## config.mk

```make
export PLATFORM = sky130hd
export DESIGN_NAME = rom_stream_reader
export DESIGN_NICKNAME = d
export VERILOG_FILES = /design/src/rtl/rom_stream_reader.sv
export SDC_FILE = /design/constraint.sdc
export NUM_CORES = 1
export LEC_CHECK = 0
export CAP_MARGIN = 30
export CORE_MARGIN = 1
export CORE_UTILIZATION = 50
export DETAILED_ROUTE_END_ITERATION = 16
export PLACE_DENSITY = 0.77
export SLEW_MARGIN = 20
export SYNTH_ARGS = -nofsm -noshare
export SYNTH_HDL_FRONTEND = slang
export SYNTH_SLANG_ARGS = --single-unit
```

## constraint.sdc

```tcl
create_clock -name clk -period 3 [get_ports clk]
set_clock_uncertainty 0.05 [all_clocks]
set_input_delay 0.9 -clock clk [delete_from_list [all_inputs] [get_ports clk]]
set_output_delay 0.9 -clock clk [all_outputs]
set_load 0.05 [all_outputs]
```

## src/rtl/rom_stream_reader.sv

```systemverilog
// Sequencer that walks a run of consecutive ROM addresses, buffers each
// returned byte in a 2-entry FIFO and streams it out with a running checksum.
module rom_stream_reader #(
  parameter int ADDR_W = 4,
  parameter int DATA_W = 8
) (
  input  logic              clk,
  input  logic              rst_n,
  input  logic              start,
  input  logic [ADDR_W-1:0] start_addr,
  input  logic [ADDR_W:0]   len,
  output logic              busy,
  output logic              done,
  output logic              rom_E,
  output logic [ADDR_W-1:0] rom_addr,
  input  logic [DATA_W-1:0] rom_data,
  output logic [DATA_W-1:0] out_data,
  output logic              out_valid,
  input  logic              out_ready,
  output logic [DATA_W-1:0] checksum
);

  typedef enum logic [1:0] {
    IDLE,
    FETCH,
    DRAIN,
    DONE
  } state_t;

  state_t              state;
  logic [ADDR_W-1:0]   cur_addr;
  logic [ADDR_W:0]     remaining;

  logic [DATA_W-1:0]   mem [2];
  logic                rd_ptr;
  logic                wr_ptr;
  logic [1:0]          count;

  logic                pop;
  logic                push;
  logic                space;

  assign out_valid = (count != 2'd0);
  assign out_data  = mem[rd_ptr];
  assign pop       = out_valid && out_ready;
  // A full FIFO still has room when its head leaves in the same cycle.
  assign space     = (count < 2'd2) || pop;
  assign push      = (state == FETCH) && space;

  assign busy = (state != IDLE);
  assign done = (state == DONE);

  // NOTE: every output of a combinational block gets a default first so no
  // path leaves it unassigned, which would infer a latch.
  always_comb begin
    rom_E    = 1'b0;
    rom_addr = '0;
    if (push) begin
      rom_E    = 1'b1;
      rom_addr = cur_addr;
    end
  end

  // NOTE: sequential state uses non-blocking assignments so every register
  // samples the pre-edge values regardless of statement order.
  always_ff @(posedge clk or negedge rst_n) begin
    if (!rst_n) begin
      state     <= IDLE;
      cur_addr  <= '0;
      remaining <= '0;
      checksum  <= '0;
    end else begin
      if (pop) checksum <= checksum + out_data;
      unique case (state)
        IDLE: begin
          if (start) begin
            cur_addr  <= start_addr;
            remaining <= len;
            checksum  <= '0;
            state     <= (len == '0) ? DONE : FETCH;
          end
        end
        FETCH: begin
          if (push) begin
            cur_addr  <= cur_addr + ADDR_W'(1);
            remaining <= remaining - (ADDR_W+1)'(1);
            if (remaining == (ADDR_W+1)'(1)) state <= DRAIN;
          end
        end
        DRAIN: begin
          if (pop && count == 2'd1) state <= DONE;
        end
        DONE: state <= IDLE;
        default: state <= IDLE;
      endcase
    end
  end

  // NOTE: the two storage entries are reset because out_data must read 0
  // out of reset; a deeper buffer would normally be left unreset.
  always_ff @(posedge clk or negedge rst_n) begin
    if (!rst_n) begin
      mem[0] <= '0;
      mem[1] <= '0;
      rd_ptr <= 1'b0;
      wr_ptr <= 1'b0;
      count  <= 2'd0;
    end else begin
      if (push) begin
        mem[wr_ptr] <= rom_data;
        wr_ptr      <= ~wr_ptr;
      end
      if (pop) rd_ptr <= ~rd_ptr;
      count <= count + {1'b0, push} - {1'b0, pop};
    end
  end

endmodule

```

==> metrics <==
outcome complete, no violations; Post-Synth Simple-Gate Area approximately 14%; Crit. End Element primary output; # nets final 309; Static Leak 0.00147 µW; Crit Path Max Fanout 3; CP Launch Type input pin; Max stage delay on crit path 410 ps; total die area approximately 5000 µm²; fin. max-slew vios 0; M2 GR Usage 34.4%; post-detail-place hpwl 3410 µm; CP delay by family, top buffers and inverters; Post-Synth XOR/XNOR Area 2.24%; drt wl/cell around 14 µm; count of input and output buffers 44; CTS HTree Levels 2; share of the synthesized area in the top cell type a little over two fifths; adder-cell share of the synthesized area 9.94%; worst path bufs/invs 3; largest net degree at the start of global routing 40; Core Rows 24; largest family of logic cells by synthesized area multiplexers; Worst VDD drop 0.216 mV; crit path kind input pin to primary output; post_cts resized 0; drt total wl 4490 µm; hold buffers post-CTS 0; GRT busiest layer met2; Ys Warns 0; fmax 340 MHz; Root Driver clkbuf_8; Power Total 955 µW; vias per inst 5.47; Mapped Area about 2300 µm²; routability cong. 0.907; # IOs 45; Syn Area/Cell 10.8 µm²; commonest cells in the netlist dfrtp_1 (39), a21oi_1 (17), ha_1 (17), mux2_1 (16), nand2_1 (16); Longest Clk Path Bufs 2; ys async rst share 100%; most frequent cell after synthesis dfrtp_1; global route total overflow 0; CTS tree built; Worst Path Arrival 2000 ps; area of the multi-input gates between 1000 and 1500 µm²; TritonRoute pass-1 iters 4; Final Util 68.6%; EDFF count, synth 0; Core Area 4410 µm²; RSZ-0062 raised after global routing false; cells after synthesis 217; Seq/Total Area, Yosys 41.7%; library cells used by synthesis just under 50; mux cell area share after synthesis 14.5%; PD cells 315 nW/µm²; Initial Util 53.1%; Setup crit start out_ready; Max Cap Viol 0; Clock transition at path regs ~80 ps; Design Area, Final 3030 µm²; Antenna Cells 0; first-pass GRT wire length 7800 µm; area grow syn2layout 29.3%; Worst Hold Launch mem[14]; Inserted Clock Buffers 5; vias in the first global route 1,739; largest area contributor in the netlist dfrtp_1; layout cells sized above 1 17.0%; Die W 70.4 µm; critical-path cell list clkdlybuf4s50_1, nand2b_1, buf_4, and3_1, buf_12; setup violators final 0; Reg-to-Reg Start rd_ptr; WHS 436 ps; Fin. Hold Viols 0; synthesized flop and latch total 39; grt met1 use between 20% and 30%; CTS sink count 39; postcts setup bufs 0; drc violations 0; vias 1,767; DRT antenna net count 0; Worst Tran Pin Value between 500 and 600 ps; DR iter-0 viols 86; initial antenna violation count 0; Worst path slowest cell clkdlybuf4s50_1; final period utilization 98.2%; GR Util met3 under 10%; die height 70.4 µm; Top FF cell, synth dfrtp_1; Worst EP required 2050 ps; Skew-Pair Late Insertion Delay 300 ps; min Tclk post-route 2950 ps; Synth Net Count 256; fillcell total around 360; top post-synthesis cells by area dfrtp_1 (42%), ha_1 (9.1%), mux2_1 (7.7%); Synth Area in Compound Gates 13.7%; Tightest Hold Check Type flop to flop; Placement Cell Area 2900 µm²; relative slew slack between 60 and 70%; Reg area 977 µm²; Total Routing Usage GR 20.2%
==> area by class of cell <==
type | count | area share, %
timing repair buffer | 53 | 19.2
tap | 52 | 2.15
multi-input combinational | 159 | 42.0
inverter | 12 | 1.49
sequential | 39 | 32.3
clock buffer | 5 | 2.27
clock inverter | 3 | 0.661
==> state kept, by name, summed over array words and instances (netlist names) <==
signal and count:
count 2, wr_ptr 1, mem 16, checksum 8, cur_addr 4, rd_ptr 1, remaining 5, state 2
==> kinds of logic (layout without fill, tap and decap cells) <==
logic type | Yosys count | in the layout
flops | 39 | 39
compound gates | 46 | 46
simple gates | 58 | 58
xor+xnor | 6 | 6
buf+inv | 19 | 73
fa+ha+maj | 18 | 18
mux | 31 | 31
==> report_power, final <==
group	switching (µW)	total [µW]	internal (µW)
Clock	196	358	162
Sequential	5.70	536	531
Combinational	25.2	60.9	35.8
==> through the flow <==
step	setup TNS [ps]	instances	setup WS [ps]
final	0	323	54.5
after global routing	0	323	5.28
after CTS	0	322	6.89
after detailed placement	0	314	11.2
after global placement	-3.78	314	-3.78
after floorplan	0	217	4.57
==> final timing paths <==
kind / to / slack (ps) / depth (start not counted)
min: mem[14] / 440 / 1
max in group asynchronous: rd_ptr / 1960 / 2
max: rom_addr[3] / 50 / 5
min in group asynchronous: mem[0] / 470 / 1
max reg2reg: checksum[6] / 300 / 8
min reg2reg: mem[14] / 440 / 1
==> layer usage <==
metal | part of all wire [%] | vias to the layer above | wire length [µm]
li1 | - | 879 | -
met1 | 45 | 837 | 2040
met2 | 48 | 42 | 2170
met3 | 3.8 | 9 | 172
met4 | 2.3 | 0 | 102
met5 | 0 | - | 0
==> worst register-to-register path, delay by kind of cell (launching register included) <==
family | cells | cell delay (ps)
AOI/OAI and AO/OA | 4 | 830
adders and majority gates | 2 | 680
DFF | 1 | 500
muxes | 2 | 520
==> placed cells by master, fill, tap and decap left out, drive strengths merged, types with 3 or more instances in the layout <==
cell	instances
nor3	3
a21oi	17
dfrtp	39
and3	6
ha	17
xnor2	6
nand2b	3
nand2	17
buf	15
and2	3
dlymetal6s2s	3
clkdlybuf4s50	35
nor2	12
mux2i	7
o21ai	10
mux2	24
inv	12
nand3	4
clkbuf	5
a211oi	4
Note: power is estimated with default switching activity, not from simulation.
